==> src/rtl/vp_table_clear_ctrl.sv <==
// Clear sequencer for the last-value predictor tables: zeroes every entry
// after reset or flush, otherwise passes lookups and feedback straight through.
module vp_table_clear_ctrl #(
    parameter int P_STORAGE_SIZE = 2048,
    parameter int P_CONF_WIDTH   = 8,
    parameter int P_NUM_PRED     = 2
) (
    input  logic                                    clk_i,
    input  logic                                    rst_i,
    input  logic                                    flush_i,
    input  logic [P_NUM_PRED-1:0][31:1]             fw_pc_i,
    input  logic [P_NUM_PRED-1:0]                   fw_valid_i,
    output logic                                    fw_ready_o,
    output logic [P_NUM_PRED-1:0][31:1]             fw_pc_o,
    output logic [P_NUM_PRED-1:0]                   fw_valid_o,
    input  logic [P_NUM_PRED-1:0][31:1]             fb_pc_i,
    input  logic [P_NUM_PRED-1:0][31:0]             fb_actual_i,
    input  logic [P_NUM_PRED-1:0]                   fb_mispredict_i,
    input  logic [P_NUM_PRED-1:0][P_CONF_WIDTH:0]   fb_conf_i,
    input  logic [P_NUM_PRED-1:0]                   fb_valid_i,
    output logic                                    fb_ready_o,
    output logic [P_NUM_PRED-1:0][31:1]             fb_pc_o,
    output logic [P_NUM_PRED-1:0][31:0]             fb_actual_o,
    output logic [P_NUM_PRED-1:0]                   fb_mispredict_o,
    output logic [P_NUM_PRED-1:0][P_CONF_WIDTH:0]   fb_conf_o,
    output logic [P_NUM_PRED-1:0]                   fb_valid_o,
    output logic                                    busy_o,
    output logic                                    done_o
);

    localparam int P_INDEX_WIDTH = $clog2(P_STORAGE_SIZE);
    localparam int P_CLR_CYCLES  = P_STORAGE_SIZE / P_NUM_PRED;
    localparam int CNT_W = (P_CLR_CYCLES > 1) ? $clog2(P_CLR_CYCLES) : 1;

    typedef enum logic [1:0] {IDLE, CLEAR, DRAIN} state_t;

    state_t           state;
    logic [CNT_W-1:0] cnt;
    logic             busy_q;
    logic             rdy_q;
    logic             done_q;

    assign busy_o     = busy_q;
    assign fw_ready_o = rdy_q;
    assign fb_ready_o = rdy_q;
    assign done_o     = done_q;

    always_ff @(posedge clk_i) begin
        if (rst_i) begin
            state  <= CLEAR;
            cnt    <= '0;
            busy_q <= 1'b1;
            rdy_q  <= 1'b0;
            done_q <= 1'b0;
        end else begin
            done_q <= 1'b0;
            unique case (state)
                IDLE: begin
                    if (flush_i) begin
                        state  <= CLEAR;
                        cnt    <= '0;
                        busy_q <= 1'b1;
                        rdy_q  <= 1'b0;
                    end
                end
                CLEAR: begin
                    if (flush_i) begin
                        cnt <= '0;
                    end else if (cnt == CNT_W'(P_CLR_CYCLES - 1)) begin
                        state <= DRAIN;
                        cnt   <= '0;
                    end else begin
                        cnt <= cnt + 1'b1;
                    end
                end
                DRAIN: begin
                    if (flush_i) begin
                        state <= CLEAR;
                        cnt   <= '0;
                    end else begin
                        state  <= IDLE;
                        busy_q <= 1'b0;
                        rdy_q  <= 1'b1;
                        done_q <= 1'b1;
                    end
                end
                default: begin
                    state <= CLEAR;
                    cnt   <= '0;
                end
            endcase
        end
    end

    // Reset gates the data path directly so nothing leaks before the first edge
    always_comb begin
        fw_pc_o         = '0;
        fw_valid_o      = '0;
        fb_pc_o         = '0;
        fb_actual_o     = '0;
        fb_mispredict_o = '0;
        fb_conf_o       = '0;
        fb_valid_o      = '0;
        if (!rst_i) begin
            unique case (state)
                IDLE: begin
                    fw_pc_o         = fw_pc_i;
                    fw_valid_o      = fw_valid_i;
                    fb_pc_o         = fb_pc_i;
                    fb_actual_o     = fb_actual_i;
                    fb_mispredict_o = fb_mispredict_i;
                    fb_conf_o       = fb_conf_i;
                    fb_valid_o      = fb_valid_i;
                end
                CLEAR: begin
                    for (int p = 0; p < P_NUM_PRED; p++) begin
                        fb_valid_o[p]      = 1'b1;
                        fb_mispredict_o[p] = 1'b1;
                        fb_pc_o[p][P_INDEX_WIDTH:1] =
                            P_INDEX_WIDTH'(int'(cnt) * P_NUM_PRED + p);
                    end
                end
                DRAIN: begin
                end
                default: begin
                end
            endcase
        end
    end

endmodule

==> config.mk <==
export PLATFORM = sky130hd
export DESIGN_NAME = vp_table_clear_ctrl
export DESIGN_NICKNAME = d
export VERILOG_FILES = /design/src/rtl/vp_table_clear_ctrl.sv
export SDC_FILE = /design/constraint.sdc
export NUM_CORES = 1
export LEC_CHECK = 0
export CAP_MARGIN = 20
export CORE_AREA = 2 2 168 170
export CTS_CLUSTER_SIZE = 10
export DETAILED_ROUTE_END_ITERATION = 12
export DIE_AREA = 0 0 170 172
export PLACE_DENSITY = 0.43
export SLEW_MARGIN = 20
export SYNTH_ARGS = -nofsm -noshare
export SYNTH_HDL_FRONTEND = slang
export SYNTH_SLANG_ARGS = --single-unit
==> constraint.sdc <==
create_clock -name clk_i -period 1.8 [get_ports clk_i]
set_input_delay 0.36 -clock clk_i [delete_from_list [all_inputs] [get_ports clk_i]]
set_output_delay 0.36 -clock clk_i [all_outputs]
set_load 0.01 [all_outputs]
Word level (Yosys, flattened, before mapping)
Index checks and enable logic that the tools add are counted.
Storage, ports and cells
  register bits: 15
  output and inout bits: 216
  word-level logic and storage cells: 55
Operators by class
  reductions and logical operators: 6
  bitwise operators: 1
  add/subtract/negate cells: 2
  equal/unequal tests: 8
  muxes and demuxes: 33
Operators with widths (count)
  62-bit 2-to-1 mux: 3
  64-bit 2-to-1 mux: 2
  11-bit one-hot mux with 2 select lines: 2
  20-bit 2-to-1 mux: 2
  18-bit 2-to-1 mux: 2
  10-bit 2-to-1 mux: 3
  10-bit one-hot mux with 2 select lines: 1
  2-bit 2-to-1 mux: 7
  11-bit by 1-bit adder with 11-bit output (second input constant): 1
  10-bit by 1-bit adder with 10-bit output (second input constant): 1
  10-bit equality test (second input constant): 1
  2-bit inequality test (second input constant): 4
  2-bit one-hot mux with 2 select lines: 2
  1-bit 2-to-1 mux: 6
  2-bit one-hot mux with 3 select lines: 1
  3-bit AND reduction: 2
  1-bit one-hot mux with 2 select lines: 2
  2-bit OR reduction: 2
  2-bit by 1-bit equality test with 1-bit output (second input constant): 1
  2-bit equality test (second input constant): 1
  2-bit zero test: 1
  2-bit by 1-bit inequality test with 1-bit output (second input constant): 1
  2-bit nonzero test: 1
  1-bit inverter: 1

Depth between registers and ports, before layout
  word-level depth: 4
  gate-level depth with buffers: 6

Worst setup path after synthesis
OpenSTA, ideal clock, no wires.
  path kind: input-to-output
  from: input rst_i
  to: output fb_actual_o[35] in the netlist's numbering
  stages on the path: 6
  arrival: 1265 ps
  data required time: 1440 ps
  path buffers: 3
  path slack: 175 ps
  path through: or2_1 -> buf_6 -> nor2_8 -> buf_6 -> clkbuf_2 -> and2_1
RTL lines
  start, declared: RTL line 9  | input logic rst_i,
  end, declared: RTL line 23  | output logic [P_NUM_PRED-1:0][31:0] fb_actual_o,

==> impl_metrics.env <==
export IMPL_ys_warn_count=0
export IMPL_final_hold_viol_count=0
export IMPL_route_detailed_drc=0
export IMPL_pre_cts_ws_ps=-912.8
export IMPL_crit_family="buffers and inverters"
export IMPL_area_growth_pct=281.2
export IMPL_cp_num_cells=10
export IMPL_worst_setup_path_start_kind="flip-flop"
export IMPL_slowest_stage="dfxtp_2"
export IMPL_grt_pass1_wl_mm=26.03
export IMPL_p_clk_share_pct=33.4
export IMPL_tightest_slew_ps=295.5
export IMPL_rr_startpoint="cnt[0]"
export IMPL_cap_viol_max_count=0
export IMPL_num_rows=61
export IMPL_synth_area_um2=2237
export IMPL_skew_ps=5.997
export IMPL_timing_rr_end="cnt[0]"
export IMPL_finalCritPeriodShare_pct=120.5
export IMPL_numClockSinks=15
export IMPL_vias=4180
export IMPL_synth_distinct_cells=29
export IMPL_synth_area_per_cell_um2=6.410
export IMPL_hpwl_mm=14.72
export IMPL_synth_nets=565
export IMPL_critPathCaptureType="primary output"
export IMPL_grt_usage_pct=11.95
export IMPL_cp_arrival_ps=1810
export IMPL_pwr_share_comb_pct=40.9
export IMPL_yosysSeqAreaShare_pct=13.42
export IMPL_worst_setup_path_type="flip-flop to primary output"
export IMPL_hold_depth=3
export IMPL_gp_congestion=0.7553
export IMPL_overflow=0
export IMPL_hold_class="input pin to flip-flop"
export IMPL_pwr_share_seq_pct=25.7
export IMPL_drv_slew=0
export IMPL_final_common_cell="clkdlybuf4s50_1"
export IMPL_numCtsBuffers=3
export IMPL_grt_max_degree=41
export IMPL_cts_hold_buffers=0
export IMPL_hold_path_endpoint="fb_ready_o"
export IMPL_cp_common_cell="buf_6"
export IMPL_internal_power_mw=1.061
export IMPL_grt_pass1_vias=3792
export IMPL_crit_required_ps=1440
export IMPL_port_buffers=430
export IMPL_p_per_area_nw_per_um2=154.1
export IMPL_cp_max_fo=4
export IMPL_p_leak_nw=4.030
export IMPL_wl_per_cell_um=18.06
export IMPL_setup_viol=195
export IMPL_dr_pass1_iters=4
export IMPL_nets=1061
export IMPL_syn_inst=349
export IMPL_crit_buf_inv=7
export IMPL_finish_utilization_pct=31.04
export IMPL_min_period_ps=2169
export IMPL_root_buffer="clkbuf_16"
export IMPL_slew_headroom_pct=80.15
export IMPL_total_power_mw=1.314
export IMPL_die_w_um=170
export IMPL_worstSkewPairLatency_ps=250
export IMPL_violations="setup timing"
export IMPL_vias_per_cell=3.510
export IMPL_ys_ff_latch=15
export IMPL_core_area_um2=27480
export IMPL_ff2ff_setup_slack_ps=240
export IMPL_die_h_um=172
export IMPL_routed_wl_mm=21.51
export IMPL_p_sw_mw=0.2531
export IMPL_htree_levels=1
export IMPL_fin_ws_ps=-369.0
export IMPL_hold_start="rst_i"
export IMPL_drt_initial_drc_count=61
export IMPL_crit_chain="or2_4 > nor2_8 > buf_6 > buf_12 > buf_12 > buf_6 > buf_6 > buf_6 > and2_4 > buf_6"
export IMPL_status="finished, violations left"
export IMPL_mostFrequentLayoutCells="clkdlybuf4s50_1 (226), buf_6 (154), and2_4 (130), and2_1 (58), buf_2 (35)"
export IMPL_clock_path_buffers=2
export IMPL_tritoncts="done"
export IMPL_fin_area_um2=8528
export IMPL_holdWs_ps=432.0
export IMPL_reg2regPathDepth=6
export IMPL_die_area_um2=29240
export IMPL_pin_count=431
export IMPL_start_util_pct=8.142
export IMPL_swShare_pct=19.26
export IMPL_vdd_drop_max_uv=230.4
export IMPL_antenna_found_initial=3
export IMPL_placed_area_um2=7078
export IMPL_clkSlewWorstSetupHoldPaths_ps=50
export IMPL_detail_route_antenna_nets=0
export IMPL_max_stage_delay_ps=310
export IMPL_drive_above_1_share_pct=49.88
export IMPL_clock_fmax_mhz=461.0
export IMPL_grt_setup_unrepaired="yes"
## state kept, by name, indices dropped and copies added, names as in the netlist
| name | count |
|---|---|
| busy_o | 1 |
| cnt | 10 |
| done_o | 1 |
| fb_ready_o | 1 |
| state | 2 |
## metal layers
metal  global-route usage, %  wire, µm
met1                   14.23      8520
met2                   22.79     11510
met3                   2.518      1386
met4                  0.9662        72
met5                       0        27
## timing repair
item | 4_1_cts | 5_1_grt
pin swaps | 27 | 85
cloned | 10 | 13
endpoints found under the setup margin | 212 | 212
setup buffers | 32 | 18
gates resized for setup | 586 | 458
## layout make-up
cell class              instances  area (µm²)
repair buffers                521        5604
multi-input cells             301        2095
clock inverters                 1       5.005
diodes                          1       2.502
fillers                      2933       18950
well taps                     346       432.9
flip-flops and latches         15       302.8
clock buffers                   3       75.07
inverters                       3       11.26
## power groups by stage
stage                     registers (mW)  logic (mW)  clock network (mW)
after global routing               0.337       0.571               0.467
after CTS                          0.338       0.530               0.449
after detailed placement           0.345       0.521                   0
after global placement             0.344       0.525                   0
final                              0.338       0.538               0.438
after floorplan                    0.343      0.0368                   0
## synthesized netlist by cell type (all sizes together)
| master | number | area share (%) |
|---|---|---|
| and4 | 1 | 0.39 |
| o41ai | 1 | 0.39 |
| nand3 | 4 | 0.89 |
| o2111a | 1 | 0.50 |
| a41oi | 1 | 0.73 |
| nand4 | 2 | 0.56 |
| or2 | 2 | 0.56 |
| nor3 | 1 | 0.22 |
| o21ai | 6 | 1.3 |
| nor2b | 1 | 0.28 |
| nand2 | 32 | 5.4 |
| inv | 3 | 0.50 |
| and3 | 3 | 0.84 |
| buf | 8 | 2.7 |
| and2 | 188 | 53 |
| nor2 | 24 | 4.8 |
| xnor2 | 2 | 0.78 |
| dfxtp | 15 | 13 |
| a21oi | 24 | 5.4 |
| a32o | 1 | 0.45 |
| ha | 1 | 0.56 |
| mux2i | 1 | 0.45 |
| clkbuf | 22 | 4.4 |
| xor2 | 5 | 2.0 |
## tightest hold or removal path, stage by stage
cell and delay (ps):
buf_2 90, buf_4 130, a21oi_1 40
## kinds of logic (layout without fill, tap and decap cells)
logic type,after synthesis,after routing,share of synthesized area (%)
AND/OR/NAND/NOR,258,258,66.44
AO/OA/AOI/OAI,34,34,8.781
buffers and inverters,33,528,7.607
XOR/XNOR,7,7,2.741
other,0,1,0
multiplexers,1,1,0.4474
adder cells (fa/ha/maj),1,1,0.5592
flip-flops,15,15,13.42
## worst max-delay path by stage
stage	from	endpoint	slack [ps]
after floorplan	rst_i	fb_actual_o[35]	180
after global placement	rst_i	fb_actual_o[19]	-910
after detailed placement	rst_i	fb_actual_o[19]	-910
after CTS	state[1]	fb_pc_o[21]	-550
after global routing	state[1]	fw_pc_o[49]	-440
final	state[1]	fb_actual_o[63]	-370
## metrics by stage
stage / cells / TNS, ps
5_1_grt: 1190 / -50850
4_1_cts: 1166 / -81530
2_1_floorplan: 349 / 0
3_3_place_gp: 1120 / -166790
3_5_place_dp: 1120 / -165390
6_report: 1191 / -39060
Note: power is estimated with default switching activity, not from simulation.
